### src/rtl/id_stage.sv
// RV32I decode stage: register file with WB bypass, load-use stall and a
// redirect FSM that squashes the entries fetched behind a control-flow instruction.
package core_pkg;
  typedef enum logic {NEXTPC = 1'b0, ALU_RESULT = 1'b1} pc_mux_t;

  typedef struct packed {
    logic        valid;
    logic [31:0] pc;
    logic [31:0] rs1_data;
    logic [31:0] rs2_data;
    logic [31:0] imm;
    logic [4:0]  rd;
    logic [6:0]  opcode;
    logic [2:0]  funct3;
    logic [6:0]  funct7;
    logic        mem_read;
    logic        mem_write;
    logic        reg_write;
    logic        ctrl_flow;
  } id_ex_t;
endpackage

module id_stage
  import core_pkg::*;
(
  input  logic        clock,
  input  logic        reset,
  input  logic        instr_valid_ip,
  input  logic [31:0] instr_data_ip,
  input  logic [31:0] instr_pc_addr_ip,
  input  logic        alu_result_valid_ip,
  input  logic        wb_we_ip,
  input  logic [4:0]  wb_rd_ip,
  input  logic [31:0] wb_data_ip,
  output logic        stall_op,
  output pc_mux_t     pc_mux_op,
  output logic        ex_valid_op,
  output logic [31:0] ex_pc_op,
  output logic [31:0] ex_rs1_data_op,
  output logic [31:0] ex_rs2_data_op,
  output logic [31:0] ex_imm_op,
  output logic [4:0]  ex_rd_op,
  output logic [6:0]  ex_opcode_op,
  output logic [2:0]  ex_funct3_op,
  output logic [6:0]  ex_funct7_op,
  output logic        ex_mem_read_op,
  output logic        ex_mem_write_op,
  output logic        ex_reg_write_op,
  output logic        ex_ctrl_flow_op,
  output logic        illegal_instr_op
);
  localparam logic [6:0] OP_LUI    = 7'b0110111;
  localparam logic [6:0] OP_AUIPC  = 7'b0010111;
  localparam logic [6:0] OP_JAL    = 7'b1101111;
  localparam logic [6:0] OP_JALR   = 7'b1100111;
  localparam logic [6:0] OP_BRANCH = 7'b1100011;
  localparam logic [6:0] OP_LOAD   = 7'b0000011;
  localparam logic [6:0] OP_STORE  = 7'b0100011;
  localparam logic [6:0] OP_IMM    = 7'b0010011;
  localparam logic [6:0] OP_OP     = 7'b0110011;

  typedef enum logic [1:0] {RUN, BR_WAIT, BR_FLUSH} state_t;

  state_t      state, state_nxt;
  logic [31:0] rf [32];
  id_ex_t      id_ex, id_ex_nxt;

  logic [31:0] instr;
  logic [6:0]  opcode;
  logic [4:0]  rs1, rs2;
  logic [31:0] imm_i, imm_s, imm_b, imm_u, imm_j, imm;
  logic [31:0] rs1_data, rs2_data;
  logic        legal, use_rs1, use_rs2, mem_read, mem_write, reg_write, ctrl_flow;
  logic        hazard, squash, issue, illegal;

  assign instr  = instr_data_ip;
  assign opcode = instr[6:0];
  assign rs1    = instr[19:15];
  assign rs2    = instr[24:20];

  assign imm_i = {{20{instr[31]}}, instr[31:20]};
  assign imm_s = {{20{instr[31]}}, instr[31:25], instr[11:7]};
  assign imm_b = {{19{instr[31]}}, instr[31], instr[7], instr[30:25], instr[11:8], 1'b0};
  assign imm_u = {instr[31:12], 12'h000};
  assign imm_j = {{11{instr[31]}}, instr[31], instr[19:12], instr[20], instr[30:21], 1'b0};

  always_comb begin
    legal     = 1'b1;
    use_rs1   = 1'b0;
    use_rs2   = 1'b0;
    mem_read  = 1'b0;
    mem_write = 1'b0;
    reg_write = 1'b0;
    ctrl_flow = 1'b0;
    imm       = '0;
    case (opcode)
      OP_LUI, OP_AUIPC: begin reg_write = 1'b1; imm = imm_u; end
      OP_JAL:    begin reg_write = 1'b1; ctrl_flow = 1'b1; imm = imm_j; end
      OP_JALR:   begin reg_write = 1'b1; ctrl_flow = 1'b1; use_rs1 = 1'b1; imm = imm_i; end
      OP_BRANCH: begin ctrl_flow = 1'b1; use_rs1 = 1'b1; use_rs2 = 1'b1; imm = imm_b; end
      OP_LOAD:   begin reg_write = 1'b1; mem_read = 1'b1; use_rs1 = 1'b1; imm = imm_i; end
      OP_STORE:  begin mem_write = 1'b1; use_rs1 = 1'b1; use_rs2 = 1'b1; imm = imm_s; end
      OP_IMM:    begin reg_write = 1'b1; use_rs1 = 1'b1; imm = imm_i; end
      OP_OP:     begin reg_write = 1'b1; use_rs1 = 1'b1; use_rs2 = 1'b1; end
      default:   legal = 1'b0;
    endcase
  end

  // Write-through: a WB write this cycle is visible to the decode reading it.
  assign rs1_data = (rs1 == 5'd0) ? '0 : (wb_we_ip && wb_rd_ip == rs1) ? wb_data_ip : rf[rs1];
  assign rs2_data = (rs2 == 5'd0) ? '0 : (wb_we_ip && wb_rd_ip == rs2) ? wb_data_ip : rf[rs2];

  always_ff @(posedge clock) begin
    if (reset) begin
      for (int i = 0; i < 32; i++) rf[i] <= '0;
    end else if (wb_we_ip && wb_rd_ip != 5'd0) begin
      rf[wb_rd_ip] <= wb_data_ip;
    end
  end

  assign hazard = instr_valid_ip && id_ex.valid && id_ex.mem_read && id_ex.rd != 5'd0 &&
                  ((use_rs1 && rs1 == id_ex.rd) || (use_rs2 && rs2 == id_ex.rd));
  assign issue   = (state == RUN) && instr_valid_ip && legal && !hazard;
  assign illegal = (state == RUN) && instr_valid_ip && !legal;
  assign stall_op = !reset && (state == RUN) && hazard;

  always_ff @(posedge clock) begin
    if (reset) state <= RUN;
    else       state <= state_nxt;
  end

  always_comb begin
    state_nxt = state;
    case (state)
      RUN:      if (issue && ctrl_flow) state_nxt = BR_WAIT;
      BR_WAIT:  if (alu_result_valid_ip) state_nxt = BR_FLUSH;
      BR_FLUSH: state_nxt = RUN;
      default:  state_nxt = RUN;
    endcase
  end

  always_comb begin
    pc_mux_op = NEXTPC;
    squash    = 1'b0;
    case (state)
      BR_WAIT:  begin pc_mux_op = ALU_RESULT; squash = 1'b1; end
      BR_FLUSH: squash = 1'b1;
      default:  ;
    endcase
    if (reset) pc_mux_op = NEXTPC;
  end

  always_comb begin
    id_ex_nxt = '0;
    if (issue && !squash) begin
      id_ex_nxt.valid     = 1'b1;
      id_ex_nxt.pc        = instr_pc_addr_ip;
      id_ex_nxt.rs1_data  = rs1_data;
      id_ex_nxt.rs2_data  = rs2_data;
      id_ex_nxt.imm       = imm;
      id_ex_nxt.rd        = reg_write ? instr[11:7] : 5'd0;
      id_ex_nxt.opcode    = opcode;
      id_ex_nxt.funct3    = instr[14:12];
      id_ex_nxt.funct7    = instr[31:25];
      id_ex_nxt.mem_read  = mem_read;
      id_ex_nxt.mem_write = mem_write;
      id_ex_nxt.reg_write = reg_write;
      id_ex_nxt.ctrl_flow = ctrl_flow;
    end
  end

  always_ff @(posedge clock) begin
    if (reset) begin
      id_ex            <= '0;
      illegal_instr_op <= 1'b0;
    end else begin
      id_ex            <= id_ex_nxt;
      illegal_instr_op <= illegal;
    end
  end

  assign ex_valid_op     = id_ex.valid;
  assign ex_pc_op        = id_ex.pc;
  assign ex_rs1_data_op  = id_ex.rs1_data;
  assign ex_rs2_data_op  = id_ex.rs2_data;
  assign ex_imm_op       = id_ex.imm;
  assign ex_rd_op        = id_ex.rd;
  assign ex_opcode_op    = id_ex.opcode;
  assign ex_funct3_op    = id_ex.funct3;
  assign ex_funct7_op    = id_ex.funct7;
  assign ex_mem_read_op  = id_ex.mem_read;
  assign ex_mem_write_op = id_ex.mem_write;
  assign ex_reg_write_op = id_ex.reg_write;
  assign ex_ctrl_flow_op = id_ex.ctrl_flow;
endmodule

### config.mk
export PLATFORM = sky130hd
export DESIGN_NAME = id_stage
export DESIGN_NICKNAME = d
export VERILOG_FILES = /design/src/rtl/id_stage.sv
export SDC_FILE = /design/constraint.sdc
export NUM_CORES = 2
export LEC_CHECK = 0
export CELL_PAD_IN_SITES_DETAIL_PLACEMENT = 0
export CELL_PAD_IN_SITES_GLOBAL_PLACEMENT = 1
export CORE_UTILIZATION = 45
export CTS_BUF_LIST = sky130_fd_sc_hd__clkbuf_4
export CTS_CLUSTER_SIZE = 12
export DETAILED_ROUTE_END_ITERATION = 6
export GPL_ROUTABILITY_DRIVEN = 0
export GPL_TIMING_DRIVEN = 1
export PLACE_DENSITY_LB_ADDON = 0.1
export REMOVE_ABC_BUFFERS = 1
export SETUP_SLACK_MARGIN = 0.15
export SLEW_MARGIN = 40
export SYNTH_ARGS = -nofsm -noshare
export SYNTH_HDL_FRONTEND = slang
export SYNTH_SLANG_ARGS = --single-unit
### constraint.sdc
create_clock -name clock -period 6.9 [get_ports clock]
set_input_delay 2.07 -clock clock [delete_from_list [all_inputs] [get_ports clock]]
set_output_delay 2.07 -clock clock [all_outputs]
set_load 0.01 [all_outputs]
==> qor.csv <==
metric;value;unit
status;completed;
Worst-Margin Slew;965;ps
setup repair after global routing missed its margin;false;
Crit-path slowest cell;clkdlybuf4s50_1;
GRT Total Usage;31.0;%
nets@finish;4457;
initial antenna violation count;18;
ys async rst share;0;%
final wirelength;204;mm
Leakage;0.0237;uW
Post-synth EDFFs;1024;
Synth Cell Area;0.0590;sq mm
crit start category;primary input;
GR Overflow Total;0;
worst min-delay path class;flip-flop to flip-flop;
Synth Warn #;0;
delay of the slowest critical-path stage;650;ps
# rows;132;
WHS;472;ps
cts hold-fix bufs;0;
Slew Viols, Final;0;
clk sinks;1182;
Top FF cell, synth;edfxtp_1;
CP Capture Type;output port;
Final ANT Viol Nets;0;
Yosys top cell area share;52.1;%
IO buf count;263;
Die Span X;364;um
cell taking the most area after synthesis;edfxtp_1;
Max-Cap Viols;0;
wire per inst;32.1;um
Clock Path Buffers;4;
# setup viols final;0;
critical path class;primary input to output port;
Most common cell on crit path;clkdlybuf4s50_1;
Max FO, Critical Path;9;
sequential share of the synthesized area;57.5;%
Core Area;0.130;sq mm
top post-synthesis cells by area;edfxtp_1, mux4_2, and2_1, dfxtp_1, clkbuf_1;
first-pass GRT wire length;287;mm
VDD IR max;0.156;mV
library cells used by synthesis;62;
layout cells sized above 1;29.3;%
fmax;0.159;GHz
Num CTS Buffers;342;
Synth Area per Inst;14.9;sq um
Rel. slew slack;35.6;%
CP cell instances;clkdlybuf4s50_1 -> nand4_1 -> a2111o_1 -> nand2_1 -> and4_1 -> clkdlybuf4s50_1;
crit share post-route;91.0;%
drt drc;0;
Top Ports;264;
later-pin clock latency in the skew report;1280;ps
TritonRoute pass-1 iters;5;
dpl hpwl;121;mm
Layout Skew;109;ps
PwrDens;246;mW/mm^2
#FFs+latches synth;1182;
final hold vios;0;
CTS tree;done;
routed vias;38600;
filler instances;11000;
Root Buffer;clkbuf_4;
CTS-repair resized insts;0;
Vias/cell;6.08;
largest net degree at the start of global routing;96;
Post-CTS Setup Inserts;0;
Initial Util;45.5;%
Critical Path AT;4210;ps
Max H-tree Level;5;
Reg clk slew, reported paths;60;ps
Area Overhead vs Synth;15.1;%
Final min period;6280;ps
die area;0.133;sq mm
Die Y;364;um
Initial DRC Count;4228;
Syn Inst Count;3948;
setup TNS;0;ps
vias in the first global route;38900;
Critical Path RT;4830;ps
-- layer usage --
metal  routed length, um  global-route usage, %  vias up  part of all wire (%)
li1                    -                      -    16200                     -
met1               81000                   41.4    19800                    40
met2               95400                   48.4     2149                    47
met3               18300                   6.65      392                   9.0
met4                8980                   14.7        6                   4.4
met5                  37                      0        -                 0.018
-- placed cells by master, fill, tap and decap left out, types with 7 or more instances in the layout --
cell and n:
a211oi_1 20, a21oi_1 58, a221oi_1 60, a22o_1 85, a22oi_1 79, and2_1 996
and3_1 55, buf_12 13, buf_2 16, buf_4 161, clkbuf_4 516, clkdlybuf4s50_1 244
clkinv_1 60, clkinv_2 8, conb_1 32, dfxtp_1 158, diode_2 11, edfxtp_1 1024
inv_1 7, mux4_2 512, nand2_1 47, nand2b_1 7, nand3_1 15, nor2_1 102
nor2_2 26, nor2_4 9, nor2b_1 11, nor3_1 16, nor3_2 21, nor3b_1 9
o21ai_0 31, o22ai_1 50, o311ai_0 10, or2_2 32, xnor2_1 8, xor2_1 12
-- cell usage after synthesis, types with 48 or more instances --
cell,n
edfxtp_1,1024
and2_1,999
mux4_2,512
clkbuf_1,274
dfxtp_1,158
nor2_1,136
a22o_1,85
buf_2,80
a22oi_1,79
a221oi_1,60
a21oi_1,58
and3_1,55
o22ai_1,50
nand2_1,48
-- kinds of logic after synthesis --
family / share of synthesized area [%]
buf+inv: 3.22
other cells: 0.00636
fa+ha+maj: 0.0848
compound gates: 5.17
mux: 19.7
xor+xnor: 0.297
flops: 57.5
simple gates: 14.1
-- final timing paths --
path | start | end | slack [ps] | cells after the start
max | instr_data_ip[5] | stall_op | 620 | 6
min | state[1] | state[1] | 470 | 2
max reg2reg | ex_rd_op[1] | ex_rs2_data_op[16] | 3730 | 8
min reg2reg | state[1] | state[1] | 470 | 2
-- sequential cells by signal, summed over array words and instances, names as in the netlist --
signal            count
ex_funct3_op          3
ex_rs2_data_op       32
ex_imm_op            32
ex_valid_op           1
ex_reg_write_op       1
ex_funct7_op          7
state                 2
ex_rs1_data_op       32
ex_opcode_op          7
illegal_instr_op      1
ex_mem_write_op       1
ex_pc_op             32
ex_ctrl_flow_op       1
ex_mem_read_op        1
ex_rd_op              5
rf                 1024
-- critical path, delay by kind of cell --
kind,cells,cell delay [ps]
buffers and inverters,2,1190
AO/OA/AOI/OAI,1,450
AND/OR/NAND/NOR,3,500
-- area by class of cell --
type | instances | area [sq um] | area share [%]
sequential | 1182 | 33900 | 49.9
clock inverter | 74 | 340 | 0.501
antenna | 11 | 27.5 | 0.0405
timing repair buffer | 438 | 4050 | 5.96
clock buffer | 516 | 3870 | 5.70
inverter | 7 | 26.3 | 0.0387
tap | 1742 | 2180 | 3.21
multi-input combinational | 2376 | 23500 | 34.6
-- power breakdown --
group / switching [uW] / leakage [uW] / internal, uW
logic: 1080 / 0.0102 / 799
registers: 170 / 0.0110 / 8110
clock network: 3070 / 0.00254 / 3460
-- stage by stage --
step | area, sq um | std cells | util, % | worst slack (ps) | power, uW
2_1_floorplan | 57200 | 3565 | - | 1830 | 9300
3_3_place_gp | 63700 | 5740 | 49.0 | 615 | 10300
3_5_place_dp | 63700 | 5745 | 49.1 | 633 | 10300
4_1_cts | 67900 | 6335 | 52.3 | 631 | 16800
5_1_grt | 67900 | 6342 | 52.3 | 526 | 17300
6_report | 67900 | 6346 | 52.3 | 620 | 16700
Power figures use the tool's default switching activity.
